--- src/rtl/regfile_write_arbiter_pkg.sv ---
// rtl/regfile_write_arbiter_pkg.sv - shared register-file write types and widths
package regfile_pkg;

  localparam int REG_ADDR_W = 5;
  localparam int DATA_W     = 32;

  typedef struct packed {
    logic [REG_ADDR_W-1:0] rd;
    logic [DATA_W-1:0]     data;
  } reg_wr_t;

endpackage

--- src/rtl/regfile_write_arbiter_if.sv ---
// rtl/regfile_write_arbiter_if.sv - writeback, UART and register-file write signal bundle
interface regfile_write_arbiter_if #(
  parameter int FIFO_DEPTH = 4
);
  import regfile_pkg::*;

  localparam int CNT_W = $clog2(FIFO_DEPTH) + 1;

  logic                  wb_valid;
  logic [REG_ADDR_W-1:0] wb_rd;
  logic [DATA_W-1:0]     wb_data;
  logic                  wb_stall;

  logic                  uart_valid;
  logic [REG_ADDR_W-1:0] uart_rd;
  logic [DATA_W-1:0]     uart_data;
  logic                  uart_ready;

  logic                  RegWrite;
  logic                  UART_write_enable;
  logic [REG_ADDR_W-1:0] rw;
  logic [DATA_W-1:0]     write_data;
  logic [CNT_W-1:0]      fifo_count;

  // Request side: writeback stage and UART loader.
  modport master (
    output wb_valid, wb_rd, wb_data, uart_valid, uart_rd, uart_data,
    input  wb_stall, uart_ready, RegWrite, UART_write_enable, rw, write_data, fifo_count
  );

  // Arbiter side.
  modport slave (
    input  wb_valid, wb_rd, wb_data, uart_valid, uart_rd, uart_data,
    output wb_stall, uart_ready, RegWrite, UART_write_enable, rw, write_data, fifo_count
  );

endinterface

--- src/rtl/regfile_write_arbiter_sync_fifo.sv ---
// rtl/regfile_write_arbiter_sync_fifo.sv - power-of-two synchronous FIFO for buffered UART writes
module sync_fifo #(
  parameter int  DEPTH = 4,
  parameter type T     = regfile_pkg::reg_wr_t
) (
  input  logic                   clk,
  input  logic                   reset,
  input  logic                   push_i,
  input  T                       din_i,
  input  logic                   pop_i,
  output T                       dout_o,
  output logic                   full_o,
  output logic                   empty_o,
  output logic [$clog2(DEPTH):0] count_o
);

  localparam int            AW       = $clog2(DEPTH);
  localparam logic [AW:0]   FULL_CNT = (AW + 1)'(DEPTH);

  T              mem_q [DEPTH];
  logic [AW-1:0] wr_ptr_q, rd_ptr_q;
  logic [AW:0]   count_q;
  logic          do_push, do_pop;

  // A full FIFO refuses pushes even when a pop frees a slot in the same cycle.
  assign do_push = push_i & ~full_o;
  assign do_pop  = pop_i & ~empty_o;
  assign full_o  = (count_q == FULL_CNT);
  assign empty_o = (count_q == '0);
  assign count_o = count_q;
  assign dout_o  = mem_q[rd_ptr_q];

  // Pointers and occupancy; pointers wrap naturally because DEPTH is a power of two.
  always_ff @(posedge clk) begin
    if (!reset) begin
      wr_ptr_q <= '0;
      rd_ptr_q <= '0;
      count_q  <= '0;
    end else begin
      if (do_push) wr_ptr_q <= wr_ptr_q + 1'b1;
      if (do_pop)  rd_ptr_q <= rd_ptr_q + 1'b1;
      count_q <= count_q + {{AW{1'b0}}, do_push} - {{AW{1'b0}}, do_pop};
    end
  end

  // Storage array; contents are don't-care until written.
  always_ff @(posedge clk) begin
    if (do_push) mem_q[wr_ptr_q] <= din_i;
  end

endmodule

--- src/rtl/regfile_write_arbiter.sv ---
// rtl/regfile_write_arbiter.sv - register-file write port arbiter between writeback and UART loader
module regfile_write_arbiter
  import regfile_pkg::*;
#(
  parameter int FIFO_DEPTH   = 4,
  parameter int STARVE_LIMIT = 8
) (
  input logic                    clk,
  input logic                    reset,
  regfile_write_arbiter_if.slave bus
);

  localparam int             SW         = $clog2(STARVE_LIMIT + 1);
  localparam logic [SW-1:0]  STARVE_MAX = SW'(STARVE_LIMIT);

  reg_wr_t               fifo_head, uart_req, grant_req;
  logic                  fifo_full, fifo_empty;
  logic                  push, ue, starved, grant_wb, grant_uart;
  logic [SW-1:0]         starve_q, starve_d;
  logic                  reg_we_q, reg_we_d, uart_we_q, uart_we_d;
  logic [REG_ADDR_W-1:0] rw_q, rw_d;
  logic [DATA_W-1:0]     wdata_q, wdata_d;

  assign uart_req = '{rd: bus.uart_rd, data: bus.uart_data};
  assign bus.uart_ready = reset & ~fifo_full;
  assign push = bus.uart_valid & bus.uart_ready;

  sync_fifo #(
    .DEPTH (FIFO_DEPTH),
    .T     (reg_wr_t)
  ) u_fifo (
    .clk     (clk),
    .reset   (reset),
    .push_i  (push),
    .din_i   (uart_req),
    .pop_i   (grant_uart),
    .dout_o  (fifo_head),
    .full_o  (fifo_full),
    .empty_o (fifo_empty),
    .count_o (bus.fifo_count)
  );

  // Writeback wins unless a waiting UART entry has used up its patience.
  assign ue         = ~fifo_empty;
  assign starved    = ue & (starve_q == STARVE_MAX);
  assign grant_wb   = bus.wb_valid & ~starved;
  assign grant_uart = ue & (~bus.wb_valid | starved);
  assign bus.wb_stall = reset & bus.wb_valid & ~grant_wb;
  assign grant_req  = grant_uart ? fifo_head : '{rd: bus.wb_rd, data: bus.wb_data};

  // Starvation counter and output-stage next state; r0 writes are consumed silently.
  always_comb begin
    starve_d  = starve_q;
    reg_we_d  = 1'b0;
    uart_we_d = 1'b0;
    rw_d      = rw_q;
    wdata_d   = wdata_q;
    if (!ue || grant_uart) begin
      starve_d = '0;
    end else if (grant_wb && starve_q != STARVE_MAX) begin
      starve_d = starve_q + 1'b1;
    end
    if ((grant_wb || grant_uart) && grant_req.rd != '0) begin
      reg_we_d  = 1'b1;
      uart_we_d = grant_uart;
      rw_d      = grant_req.rd;
      wdata_d   = grant_req.data;
    end
  end

  // State register; reset drops any in-flight write on the same edge.
  always_ff @(posedge clk) begin
    if (!reset) begin
      starve_q  <= '0;
      reg_we_q  <= 1'b0;
      uart_we_q <= 1'b0;
      rw_q      <= '0;
      wdata_q   <= '0;
    end else begin
      starve_q  <= starve_d;
      reg_we_q  <= reg_we_d;
      uart_we_q <= uart_we_d;
      rw_q      <= rw_d;
      wdata_q   <= wdata_d;
    end
  end

  assign bus.RegWrite          = reg_we_q;
  assign bus.UART_write_enable = uart_we_q;
  assign bus.rw                = rw_q;
  assign bus.write_data        = wdata_q;

endmodule

--- src/flat_wrapper.sv ---
// flat-port wrapper written by rule: the top's interface ports become plain ports
module regfile_write_arbiter_flat import regfile_pkg::*;
#(
  parameter int FIFO_DEPTH   = 4,
  parameter int STARVE_LIMIT = 8
)
  (clk, reset, bus_wb_valid, bus_wb_rd, bus_wb_data, bus_uart_valid, bus_uart_rd, bus_uart_data, bus_wb_stall, bus_uart_ready, bus_RegWrite, bus_UART_write_enable, bus_rw, bus_write_data, bus_fifo_count);
  regfile_write_arbiter_if #(.FIFO_DEPTH(FIFO_DEPTH)) bus_i ();
  input logic clk;
  input logic reset;
  input wire logic [$bits(bus_i.wb_valid)-1:0] bus_wb_valid;
  input wire logic [$bits(bus_i.wb_rd)-1:0] bus_wb_rd;
  input wire logic [$bits(bus_i.wb_data)-1:0] bus_wb_data;
  input wire logic [$bits(bus_i.uart_valid)-1:0] bus_uart_valid;
  input wire logic [$bits(bus_i.uart_rd)-1:0] bus_uart_rd;
  input wire logic [$bits(bus_i.uart_data)-1:0] bus_uart_data;
  output wire logic [$bits(bus_i.wb_stall)-1:0] bus_wb_stall;
  output wire logic [$bits(bus_i.uart_ready)-1:0] bus_uart_ready;
  output wire logic [$bits(bus_i.RegWrite)-1:0] bus_RegWrite;
  output wire logic [$bits(bus_i.UART_write_enable)-1:0] bus_UART_write_enable;
  output wire logic [$bits(bus_i.rw)-1:0] bus_rw;
  output wire logic [$bits(bus_i.write_data)-1:0] bus_write_data;
  output wire logic [$bits(bus_i.fifo_count)-1:0] bus_fifo_count;
  assign bus_i.wb_valid = bus_wb_valid;
  assign bus_i.wb_rd = bus_wb_rd;
  assign bus_i.wb_data = bus_wb_data;
  assign bus_i.uart_valid = bus_uart_valid;
  assign bus_i.uart_rd = bus_uart_rd;
  assign bus_i.uart_data = bus_uart_data;
  assign bus_wb_stall = bus_i.wb_stall;
  assign bus_uart_ready = bus_i.uart_ready;
  assign bus_RegWrite = bus_i.RegWrite;
  assign bus_UART_write_enable = bus_i.UART_write_enable;
  assign bus_rw = bus_i.rw;
  assign bus_write_data = bus_i.write_data;
  assign bus_fifo_count = bus_i.fifo_count;
  regfile_write_arbiter #(.FIFO_DEPTH(FIFO_DEPTH), .STARVE_LIMIT(STARVE_LIMIT)) u_core (.clk(clk), .reset(reset), .bus(bus_i));
endmodule
--- config.mk ---
export PLATFORM = sky130hd
export DESIGN_NAME = regfile_write_arbiter_flat
export DESIGN_NICKNAME = d
export VERILOG_FILES = /design/src/rtl/regfile_write_arbiter_pkg.sv /design/src/rtl/regfile_write_arbiter_if.sv /design/src/rtl/regfile_write_arbiter_sync_fifo.sv /design/src/rtl/regfile_write_arbiter.sv /design/src/flat_wrapper.sv
export SDC_FILE = /design/constraint.sdc
export NUM_CORES = 1
export LEC_CHECK = 0
export CORE_UTILIZATION = 49
export DETAILED_ROUTE_END_ITERATION = 6
export PLACE_DENSITY = 0.76
export SLEW_MARGIN = 20
export SYNTH_ARGS = -nofsm -noshare
export SYNTH_HDL_FRONTEND = slang
export SYNTH_SLANG_ARGS = --single-unit
--- constraint.sdc ---
create_clock -name clk -period 2.6 [get_ports clk]
set_input_delay 0.65 -clock clk [delete_from_list [all_inputs] [get_ports clk]]
set_output_delay 0.65 -clock clk [all_outputs]
set_load 0.02 [all_outputs]
==> impl.org, run 1 <==
** Outcome
- The run finished with clean final reports.

** Layout
- Fillcell total :: 1,191
- Total Nets Final :: 710
- The sequential cells in the finished layout cover a total of 5490 um2.
- Antenna cell count :: 0
- Multi-input gate area :: 2410 um2
- Area growth, synth to finish :: 26.2%
- Final core utilization :: 63.6%
- Layout cells sized above 1 :: 19.7%

** Power and ir drop
- Internal power consumption :: 6580 uW
- Across the VDD grid, the largest voltage drop is 522 uV.
- Post-layout total power :: 9190 uW
- In this run, the clock network consumes 26.8% of the power.
- Net switching is 28.4% of the power.
- Power density normalized to cell area :: 903 nW/um2
- Proportion of power drawn by combinational gates :: 29.8%
- Leakage power figure :: 0.00346 uW
- For this design the total switching power over the nets is 2610 uW.
- Per report_power, the sequential group accounts for 43.4% of the total.

** Setup path
- The worst setup path is captured at an output port.
- Worst setup SP type :: flip-flop
- The slowest stage of the critical path belongs to the cell sky130_fd_sc_hd__clkdlybuf4s50_1.
- Capture point of the worst path :: bus_uart_ready
- The worst setup path is of the flip-flop to output port kind.
- STA puts the critical path data required time at 1.95 ns.
- In this run the number of cells on the critical path is 4.
- R2R Path End :: u_core.u_fifo.count_o[2]
- Family with the most delay on the worst path :: buffers and inverters
- Traced cell by cell, the critical path runs through nor2_1 -> a21oi_4 -> buf_4 -> clkdlybuf4s50_1.
- Crit path launch :: u_core.u_fifo.count_o[1]
- For this run, the slowest stage of the critical path takes 0.60 ns.
- Startpoint of the lowest-slack register-to-register path :: u_core.starve_q[0]
- Together, buffers and inverters on the worst path number 2.
- Across all register-to-register paths, the minimum setup slack is 0.22 ns.
- For the worst setup path, the data arrival time is 1.86 ns.
- CP max FO :: 6
- Counting cells, the worst reg-to-reg path comes to 12.

** STA
- Slew at the pin closest to its max-slew limit :: 0.553 ns
- Relative max-transition margin :: 63.1%
- RSZ-0062 raised after global routing :: false
- Total of endpoints with negative setup slack in the final report :: 0
- Of the available clock period, the critical path in the final layout requires 96.5%.
- Worst Slack Setup Final :: 0.0902 ns
- Final critical path time including I/O delays and setup :: 2.51 ns
- FMAX :: 398 MHz
- Across the routed clock network, the largest skew measured is 0.0145 ns.
- Hold Fails Final Rpt :: 0
- Worst hold slack after final layout :: 0.459 ns
- Final number of max-transition violations :: 0

** Clocking
- Clock-pin slew was measured on the worst setup and hold paths at 0.06 ns.
- In this run the deepest clock path goes through 2 buffers.
- Number of sinks handled by clock tree synthesis :: 200
- Clock tree from TritonCTS :: done
- Clock latency on the worst-skew pair, taken at its later pin, is 0.43 ns.
- Cts bufs inserted :: 17
- Master cell of the clock root buffer :: sky130_fd_sc_hd__clkbuf_16
- The clock tree synthesis step divided the H-tree into 4 levels.
- Post-CTS Hold Fix Bufs :: 0

** Global route
- The first global-routing pass estimated 25,300 um of wire.
- After global routing the overflow that remains totals 0.
- In the global route stage, overall resource usage came out at 20.7%.
- Maximum number of pins on one net before global-route repair :: 56
- The via count of the first global-routing pass is 4,845.
- Number of antenna violations at the first check in global routing :: 1

** Floorplan
- Pin placement for this block handled 122 I/O pins.
- The die covers 17,000 um2.
- Starting density of the core :: 50.4%
- In this run the core area contains 46 standard-cell rows.
- In this run the standard cell core region covers 16,000 um2.
- Die extent in x :: 130 um
- From bottom edge to top edge, the die measures 130 um.

** Synth
- When the netlist entered floorplanning its net count stood at 575.
- Instance count of the mapped netlist :: 488
- Ys async rst share :: 0%
- For this run, the number of Yosys warnings is 0.
- Yosys cell types :: 44
- Ys flop type :: sky130_fd_sc_hd__edfxtp_1
- EDFF count, synth :: 148
- Sequential elements use 68.0% of the synthesized area.
- Counting flops and latches in the post-synthesis netlist gives 200.
- After synthesis the cells add up to 8070 um2.
- A synthesized cell averages 16.5 um2.

** Detailed routing
- Routed wire length :: 16,400 um
- Total vias in the final route :: 4,613
- After the first detailed-routing iteration, the DRC count stood at 262.
- Dividing the detail-routed via count by the number of cells gives 5.41.
- DRC violations left :: 0
- Wire length per cell after detailed routing :: 19.3 um
- Remaining antenna violation count after routing :: 0
- The first detailed-routing pass took 4 iterations.

** Placed design
- Number of I/O port buffers :: 121
- The HPWL after detailed placement is 10,700 um.
- At the end of routability-driven placement, the weighted congestion stood at 0.864.
- Timing analysis after detailed placement gives a worst setup slack of -0.102 ns.

** Flow run
- Max_cap viols :: 0

** Hold path
- Worst min-delay path category :: flip-flop to flip-flop
==> flip-flops by register name, indices dropped and copies added, names as in the netlist, named ones only <==
| signal | cells |
|---|---|
| u_core.bus.write_data | 32 |
| u_core.bus.RegWrite | 1 |
| u_core.starve_q | 4 |
| u_core.bus.rw | 5 |
| u_core.u_fifo.count_o | 3 |
| u_core.bus.UART_write_enable | 1 |
| u_core.u_fifo.wr_ptr_q | 2 |
| u_core.u_fifo.rd_ptr_q | 2 |
| u_core.u_fifo.mem_q | 148 |
==> layout make-up <==
type,count,area share [%]
multi-input cells,251,23.7
repair buffers,142,14.0
flip-flops and latches,200,53.9
well taps,216,2.65
inverters,11,0.406
clock buffers,20,4.29
clock inverters,12,1.07
==> per-layer routing <==
metal / vias to the layer above / global-route usage [%] / share of wire (%) / wire [um]
li1: 2132 / - / - / -
met2: 152 / 36.3 / 53 / 8710
met4: 2 / 8.11 / 2.0 / 327
met3: 28 / 5.49 / 5.5 / 905
met5: - / 0 / 0.067 / 11
met1: 2299 / 24.4 / 39 / 6460
==> metrics by stage <==
step | std cells | area (um2) | TNS, ns
global route | 852 | 10200 | 0
floorplan | 488 | 8110 | 0
CTS | 851 | 10200 | 0
finish | 852 | 10200 | 0
global placement | 819 | 9630 | -0.0707
detailed placement | 819 | 9630 | -1.37
==> cells in the mapped netlist (2+ instances only) <==
cell / count / share of area (%)
sky130_fd_sc_hd__buf_12: 3 / 0.74
sky130_fd_sc_hd__a21o_1: 2 / 0.19
sky130_fd_sc_hd__inv_1: 10 / 0.47
sky130_fd_sc_hd__and2_1: 3 / 0.23
sky130_fd_sc_hd__xor2_1: 2 / 0.22
sky130_fd_sc_hd__nor2_1: 14 / 0.65
sky130_fd_sc_hd__ha_1: 8 / 1.2
sky130_fd_sc_hd__nor3_1: 6 / 0.37
sky130_fd_sc_hd__nand2_1: 73 / 3.4
sky130_fd_sc_hd__o31ai_1: 2 / 0.19
sky130_fd_sc_hd__edfxtp_1: 148 / 55
sky130_fd_sc_hd__dfxtp_1: 52 / 13
sky130_fd_sc_hd__mux2_2: 32 / 4.5
sky130_fd_sc_hd__mux2i_1: 32 / 4.0
sky130_fd_sc_hd__a221oi_1: 2 / 0.22
sky130_fd_sc_hd__clkbuf_1: 14 / 0.65
sky130_fd_sc_hd__a21oi_1: 3 / 0.19
sky130_fd_sc_hd__nand4_1: 2 / 0.16
sky130_fd_sc_hd__buf_6: 2 / 0.28
sky130_fd_sc_hd__mux4_2: 32 / 8.9
sky130_fd_sc_hd__a211oi_1: 2 / 0.19
sky130_fd_sc_hd__xnor2_1: 5 / 0.54
sky130_fd_sc_hd__o21ai_0: 3 / 0.19
sky130_fd_sc_hd__nand3b_1: 3 / 0.28
sky130_fd_sc_hd__and3_1: 4 / 0.31
sky130_fd_sc_hd__buf_2: 7 / 0.43
sky130_fd_sc_hd__mux4_1: 5 / 1.6
==> worst register-to-register path, stage by stage (launching register included) <==
cell and delay [ns]:
sky130_fd_sc_hd__dfxtp_1 0.39, sky130_fd_sc_hd__inv_1 0.06, sky130_fd_sc_hd__ha_1 0.19, sky130_fd_sc_hd__nand3b_1 0.15, sky130_fd_sc_hd__a21o_1 0.17, sky130_fd_sc_hd__inv_2 0.05, sky130_fd_sc_hd__ha_1 0.27, sky130_fd_sc_hd__inv_1 0.04
sky130_fd_sc_hd__ha_1 0.18, sky130_fd_sc_hd__fa_2 0.34, sky130_fd_sc_hd__xnor2_1 0.21, sky130_fd_sc_hd__xnor2_1 0.16, sky130_fd_sc_hd__nor2_1 0.06
==> how the worst min path moves through the flow <==
stage / from / endpoint / cells after the start
floorplan: u_core.starve_q[0] / u_core.starve_q[0] / 1
global placement: u_core.starve_q[0] / u_core.starve_q[0] / 1
detailed placement: u_core.bus.write_data[16] / u_core.bus.write_data[16] / 2
CTS: u_core.bus.write_data[28] / u_core.bus.write_data[28] / 2
global route: u_core.bus.write_data[21] / u_core.bus.write_data[21] / 2
finish: u_core.bus.write_data[28] / u_core.bus.write_data[28] / 2
==> logic make-up (layout without fill, tap and decap cells) <==
| family | count (synthesis) | in the layout | synth area share (%) |
|---|---|---|---|
| adder cells (fa/ha/maj) | 9 | 9 | 1.49 |
| multiplexers | 101 | 101 | 19.0 |
| buffers and inverters | 37 | 185 | 2.62 |
| AO/OA/AOI/OAI | 26 | 26 | 2.50 |
| AND/OR/NAND/NOR | 108 | 108 | 5.67 |
| XOR/XNOR | 7 | 7 | 0.760 |
| flip-flops | 200 | 200 | 68.0 |
==> power groups by stage <==
stage	clock [uW]	sequential, uW	combinational [uW]
4_1_cts	2500	3990	2770
5_1_grt	2640	4030	2960
3_5_place_dp	0	4050	2750
6_report	2460	3990	2740
3_3_place_gp	0	4030	2660
2_1_floorplan	0	4230	1660
==> cells in the final DEF, fill, tap and decap left out, types with 14 or more instances in the layout <==
cell                              instances
sky130_fd_sc_hd__clkbuf_16               17
sky130_fd_sc_hd__clkdlybuf4s50_1        119
sky130_fd_sc_hd__nor2_1                  14
sky130_fd_sc_hd__edfxtp_1               148
sky130_fd_sc_hd__nand2_1                 73
sky130_fd_sc_hd__buf_4                   16
sky130_fd_sc_hd__dfxtp_1                 48
sky130_fd_sc_hd__mux2i_1                 32
sky130_fd_sc_hd__mux4_2                  32
sky130_fd_sc_hd__mux2_2                  32
==> repair_timing <==
item                                    in CTS  in global routing
buffers inserted                             0                  1
pin swaps                                    0                  0
endpoints found under the setup margin       2                  3
gates resized for setup                      2                  1
No activity file was read; power rests on OpenSTA's default activity.
==> inputs of run 2 (changes only) <==
CORE_UTILIZATION = 58   (was 49)
PLACE_DENSITY = 0.85   (was 0.76)
RECOVER_POWER = 50   (was not set)
clock period = 3.09 ns   (was 2.6 ns; I/O delays follow)
==> run 2 against run 1 <==
Effect of this change: hold slack improved by 0.0022 ns; global-route usage rose by 2.7 points; largest cell class unchanged; critical path type is now input pin to output port; largest power group unchanged; sequential share of layout area is 0.28 points higher.
==> impl.org, run 2 (synthesis results as in run 1) <==
** Detailed routing
- The count of vias placed by the detailed router is 4,630 (+0.37%).
- The antenna violation net count after detailed routing is 0 (unchanged).
- Uppermost layer routed :: met4
- The routed wire length per instance came to 19.5 um (+1.4%).
- The wire length on met3 is 914 um (+0.99%).
- Iteration-0 DRC Markers :: 317 (+21%)
- First-pass iteration count of the detailed router :: 5 (+1)
- The post-route met1 wirelength is 6200 um (-4.1%).
- The total wirelength of the detailed-routed design came to 15,800 um (-3.5%).
- Average via count per standard cell :: 5.71 (+5.4%)
- The total DRC errors in the routed layout was 0 (unchanged).
- The met2 routed wirelength came to 8460 um (-2.9%).

** Hold path
- The min-delay analysis places its worst path in the category flip-flop to flip-flop.

** Floorplan
- Die Area :: 14,400 um2 (-15%)
- The core region area was 13,400 um2 (-16%).
- Die height :: 120 um (-8.0%)
- The number of rows in the core area was 42 (-8.7%).
- Count of boundary I/O pins :: 122 (unchanged)
- The die boundary width was 120 um (-8.0%).
- The initial core utilization is 60.2% (+9.8 points).

** Clocking
- Number of H-tree levels :: 4 (unchanged)
- Cts bufs inserted :: 17 (unchanged)
- The TritonCTS sink count came to 200 (unchanged).
- The number of buffers added to fix hold violations after cts was 0 (unchanged).
- The cell sitting at the root of the clock tree is a sky130_fd_sc_hd__clkbuf_16.
- The maximum buffer depth of the clock tree is 2 (unchanged).
- Number of buffers added for setup after CTS :: 0 (unchanged)
- CTS clock-pin slew for the worst setup and hold paths :: 0.07 ns (about the same)
- The clock latency on the worst-skew pair is 0.43 ns (about the same).
- TritonCTS built the clock tree.
- Post_cts resized :: 0 (-2)

** Setup path
- Ordered cell list for the critical path :: dlygate4sd3_1 -> nand2_1 -> nor3_1 -> clkdlybuf4s50_1
- The highest cell delay on the worst timing path is 0.64 ns (+0.04 ns).
- Kind of critical path :: input pin to output port
- The arrival time at the worst endpoint is 2.18 ns (+0.32 ns).
- Among all stages on the critical path, the largest delay is contributed by sky130_fd_sc_hd__clkdlybuf4s50_1.
- CP max FO :: 3 (-3)
- STA classifies the critical path endpoint as an output port.
- The data required time of the worst path came to 2.32 ns (+0.37 ns).
- The worst setup path is launched from an input pin.

** Global route
- The initial antenna violation count came to 3 (+2).
- The overall fraction of global-route tracks in use is 23.4% (+2.7 points).
- The maximum number of pins on one net before global-route repair came to 55 (-1.8%).
- The via count of the first global-routing pass is 4,892 (+0.97%).
- First-pass GRT wire length :: 24,800 um (-2.1%)
- The residual overflow from global routing came to 0 (unchanged).

** Layout
- Area growth, synth to finish :: 25.5%
- The number of flip-flops in the largest register was 148 (unchanged).
- Most frequent standard cell in the layout excluding fill and tap cells :: sky130_fd_sc_hd__edfxtp_1
- Largest Register :: u_core.u_fifo.mem_q
- The final net count came to 705 (-0.70%).
- The proportion of layout cells with a drive suffix above 1 is 19.2% (-0.48 points).
- The core utilization of the finished layout was 75.6% (+12 points).
- The final standard cell area without fillers came to 10,100 um2 (-0.55%).
- Most used cells in the layout excluding fill and tap cells :: 148 x sky130_fd_sc_hd__edfxtp_1, 82 x sky130_fd_sc_hd__clkdlybuf4s50_1, 73 x sky130_fd_sc_hd__nand2_1

** STA
- The worst path uses 95.7% of the clock period.
- The final total negative setup slack came to 0 ns (unchanged).
- Setup repair after global routing left no endpoint under its margin.
- The final number of hold-violating endpoints is 0 (unchanged).
- The routed design could run at a clock period as short as 2.96 ns.
- The number of setup violations in the final report came to 0 (unchanged).
- The largest clock skew in the final design came to 0.00634 ns (-0.00815 ns).
- Slew at the pin closest to its max-slew limit :: 1.17 ns (+0.614 ns)
- Derived from the worst setup path, the maximum achievable clock frequency is 338 MHz.
- Final number of max-transition violations :: 0 (unchanged)
- Relative max-transition margin :: 22.2% (-41 points)

** Power and ir drop
- The worst vdd rail ir drop is 392 uV (-25%).
- Leakage power figure :: 0.00347 uW (+0.50%)
- Power density normalized to cell area :: 781 nW/um2 (-13%)

** Outcome
- The flow ran to the end, and the final reports show no timing, DRC or antenna violations.

** Placed design
- Number of I/O port buffers :: 121 (unchanged)
- The HPWL after detailed placement is 10,200 um (-5.0%).
- Placement Cell Area :: 9520 um2 (-1.2%)
- The weighted congestion at the end of routability-driven global placement was 0.811 (-6.2%).

** Flow run
- The max-capacitance violation count is 0 (unchanged).
## run 2: cell count changes in the layout (fill, tap and decap cells not counted), moves of 2 or more
| cell | before | now |
|---|---|---|
| sky130_fd_sc_hd__clkinv_1 | 6 | 1 |
| sky130_fd_sc_hd__clkdlybuf4s50_1 | 119 | 82 |
| sky130_fd_sc_hd__diode_2 | 0 | 4 |
| sky130_fd_sc_hd__dlygate4sd3_1 | 0 | 38 |
| sky130_fd_sc_hd__clkinv_2 | 2 | 4 |
| sky130_fd_sc_hd__clkbuf_1 | 3 | 1 |
| sky130_fd_sc_hd__bufinv_16 | 2 | 4 |
| sky130_fd_sc_hd__dfxtp_2 | 4 | 2 |
| sky130_fd_sc_hd__clkbuf_8 | 0 | 3 |
| sky130_fd_sc_hd__dfxtp_1 | 48 | 50 |
| sky130_fd_sc_hd__clkbuf_2 | 0 | 2 |
| sky130_fd_sc_hd__buf_12 | 5 | 2 |
| sky130_fd_sc_hd__buf_4 | 16 | 11 |
## run 2: worst max-delay path: cells and delay by family
family	cells	cell delay (ns)
buf+inv	2	1.21
simple gates	2	0.20
## run 2: metal layers
metal | GRT usage, % | up-vias
met5 | 0 | -
met4 | 10.2 | 0
met3 | 4.99 | 31
met2 | 40.6 | 163
met1 | 28.3 | 2298
li1 | - | 2138
## run 2: final timing paths
| path | from | to | slack [ns] | depth (start not counted) |
|---|---|---|---|---|
| min | u_core.bus.write_data[0] | u_core.bus.write_data[0] | 0.46 | 2 |
| min reg2reg | u_core.bus.write_data[0] | u_core.bus.write_data[0] | 0.46 | 2 |
| max reg2reg | u_core.u_fifo.count_o[1] | u_core.u_fifo.count_o[2] | 0.38 | 11 |
| max | bus_wb_valid | bus_wb_stall | 0.13 | 4 |
## run 2: final cells by class
cell class | count | area [um2]
diodes | 4 | 10.0
clock buffers | 20 | 467
clock inverters | 12 | 170
fillers | 778 | 3280
inverters | 11 | 41.3
multi-input cells | 251 | 2390
flip-flops and latches | 200 | 5490
well taps | 176 | 220
repair buffers | 137 | 1340
## run 2: power by group
group          internal [uW]  total, uW  switching [uW]
sequential              3180       3360             184
clock                   1420       2330             917
combinational           1140       2210            1080
total                   5730       7910            2180
## run 2: through the flow
| stage | hold slack, ns | instances | worst slack (ns) | power, uW |
|---|---|---|---|---|
| finish | 0.461 | 811 | 0.133 | 7910 |
| CTS | 0.463 | 807 | 0.155 | 7980 |
| global placement | 0.438 | 775 | 0.222 | 5580 |
| floorplan | 0.430 | 488 | 0.0928 | 4920 |
| global route | 0.488 | 809 | 0.0368 | 8210 |
| detailed placement | 0.453 | 775 | 0.113 | 5660 |
==> inputs of run 3 (changes only) <==
CORE_UTILIZATION = 60   (was 58)
DONT_BUFFER_PORTS = 1   (was not set)
PLACE_DENSITY = 0.76   (was 0.85)
==> run 3 against run 2 <==
Effect of this change: clock skew rose by 0.00090 ns; design area fell by 12%; largest cell class unchanged; clock power fell by 6%; wire length fell by 6.9%; highest routed layer unchanged; critical endpoint is now u_core.u_fifo.count_o[2]; critical path depth rose by 8; largest power group unchanged.
==> impl.org, run 3 (synthesis results as in run 1) <==
** Clocking
- The count of instances resized after the clock tree is built came to 0 (unchanged).
- The maximum buffer depth of the clock tree is 2 (unchanged).
- The clock-pin slew on the worst setup and hold paths is 0.07 ns (about the same).
- The TritonCTS sink count is 200 (unchanged).
- Cts bufs inserted :: 17 (unchanged)
- Master cell of the clock root buffer :: sky130_fd_sc_hd__clkbuf_16
- Post-CTS Hold Fix Bufs :: 0 (unchanged)
- The post-CTS repair timing setup buffer count was 0 (unchanged).
- Clock tree from TritonCTS :: done
- The clock latency on the worst-skew pair is 0.43 ns (about the same).
- Number of H-tree levels :: 4 (unchanged)

** Detailed routing
- The ratio of routed vias to standard cells was 5.94 (+4.1%).
- DRC violations left :: 0 (unchanged)
- The antenna violation net count after detailed routing was 0 (unchanged).
- The routed wire length per instance came to 21.4 um (+9.7%).
- First-pass iteration count of the detailed router :: 4 (-1)
- The total wirelength of the detailed-routed design came to 14,800 um (-6.9%).
- The detailed router's first-iteration violation count is 226 (-29%).
- The count of vias placed by the detailed router was 4,087 (-12%).

** Setup path
- STA classifies the critical path startpoint as a flip-flop.
- Ordered cell list for the critical path :: inv_1 -> ha_1 -> nand3b_1 -> a21o_1 -> inv_2 -> ha_1 -> inv_1 -> ha_1 -> fa_1 -> xnor2_1 -> xnor2_1 -> nor2_1
- The arrival time at the worst endpoint was 2.96 ns (+0.78 ns).
- The slack of the worst reg-to-reg path came to 0.44 ns (+0.06 ns).
- Broken down by cell family, the worst path's largest delay share belongs to adder cells.
- Top cell by count, worst path :: sky130_fd_sc_hd__ha_1
- Critical Path Slowest Stage Cell :: sky130_fd_sc_hd__fa_1
- The critical path is of the flip-flop to flip-flop type.
- The highest cell delay on the worst timing path came to 0.39 ns (-0.25 ns).
- Required time of the critical path :: 3.40 ns (+1.08 ns)
- Element type at the critical path end :: flip-flop
- CP max FO :: 8 (+5)
- Number of buffers and inverters on the critical path :: 3 (+1)

** Layout
- Most used cells in the layout excluding fill and tap cells :: 148 x sky130_fd_sc_hd__edfxtp_1, 73 x sky130_fd_sc_hd__nand2_1, 50 x sky130_fd_sc_hd__dfxtp_1
- The register with the most flip-flops in the final layout is u_core.u_fifo.mem_q.
- Non-Filler Instances :: 688 (-15%)
- Layout cells sized above 1 :: 23.9% (+4.7 points)
- Final core utilization :: 67.2% (-8.3 points)
- Area growth, synth to finish :: 9.88%
- The final net count came to 585 (-17%).
- The library cell used most frequently in the layout, excluding fill and tap cells, is sky130_fd_sc_hd__edfxtp_1.
- The number of flip-flops in the largest register was 148 (unchanged).

** Floorplan
- The number of primary I/O pins was 122 (unchanged).
- Std cell rows :: 42 (unchanged)
- The die outline area was 13,900 um2 (-3.3%).
- Die height :: 118 um (-1.7%)
- The core region area came to 13,200 um2 (-1.6%).
- Starting density of the core :: 61.2% (+0.96 points)
- The die boundary width came to 118 um (-1.7%).

** Placed design
- The HPWL after detailed placement is 9590 um (-5.6%).
- The total placed cells including tap cells came to 655 (-15%).
- The weighted congestion at the end of routability-driven global placement was 0.777 (-4.1%).
- The number of buffer cells added on primary ports came to 0 (-100%).

** STA
- The largest clock skew in the final design is 0.00725 ns (+0.000902 ns).
- Setup repair after global routing left no endpoint under its margin.
- Total Neg Setup Slack :: 0 ns (unchanged)
- The number of setup violations in the final report is 0 (unchanged).
- Final number of max-transition violations :: 0 (unchanged)
- Relative max-transition margin :: 51.9% (+30 points)
- The final number of hold-violating endpoints is 0 (unchanged).
- The maximum clock rate was 378 MHz (+12%).
- The transition time of the tightest slew-check pin is 0.716 ns (-0.451 ns).
- Share of the clock period used by the worst path after layout :: 85.7% (-10 points)
- The time the worst path needs with I/O delays and setup came to 2.65 ns (-0.308 ns).

** Hold path
- Worst min-delay path category :: input pin to flip-flop

** Global route
- The wire length of the first global-routing pass came to 23,300 um (-5.8%).
- Total GRT Usage :: 22.7% (-0.78 points)
- The initial antenna violation count came to 1 (-2).
- The via count of the first global-routing pass was 4,427 (-9.5%).
- The residual overflow from global routing was 0 (unchanged).
- Maximum number of pins on one net before global-route repair :: 72 (+31%)

** Outcome
- The run finished with clean final reports.

** Power and ir drop
- Leakage power figure :: 0.00298 uW (-14%)
- The power per standard cell area was 824 nW/um2 (+5.4%).
- Maximum resistive drop on vdd :: 514 uV (+31%)

** Flow run
- Max_cap viols :: 0 (unchanged)
-- run 3: layout make-up --
cell class,instances,area (um2)
antenna,1,2.50
clock buffer,23,510
clock inverter,9,87.6
fill,848,4320
inverter,11,41.3
multi-input combinational,251,2390
sequential,200,5490
tap,176,220
timing repair buffer,17,128
-- run 3: layer usage --
layer | vias to the layer above | routed length (um) | GRT usage, %
li1 | 1874 | - | -
met1 | 2072 | 6020 | 27.1
met2 | 112 | 7370 | 37.2
met3 | 29 | 1030 | 8.28
met4 | 0 | 344 | 9.54
met5 | - | 0 | 0
-- run 3: through the flow --
stage	area [um2]	hold WS, ns	setup slack [ns]	total power, uW
finish	8870	0.436	0.441	7300
global route	8870	0.420	0.212	7600
CTS	8860	0.426	0.429	7350
detailed placement	8270	0.492	0.432	5190
global placement	8270	0.442	0.567	5130
floorplan	8070	0.430	0.0928	4920
-- run 3: path summary, 6_finish.rpt --
kind / depth (start not counted) / start / end
worst max register to register: 12 / u_core.starve_q[0] / u_core.u_fifo.count_o[2]
worst min-delay path: 0 / bus_uart_data[14] / u_core.u_fifo.mem_q[3][14]
worst max-delay path: 12 / u_core.starve_q[0] / u_core.u_fifo.count_o[2]
worst min register to register: 1 / u_core.starve_q[0] / u_core.starve_q[0]
-- run 3: where the power goes --
| part | total, uW | switching, uW | internal (uW) |
|---|---|---|---|
| sequential | 3560 | 383 | 3180 |
| combinational | 1550 | 764 | 788 |
| clock | 2190 | 939 | 1250 |
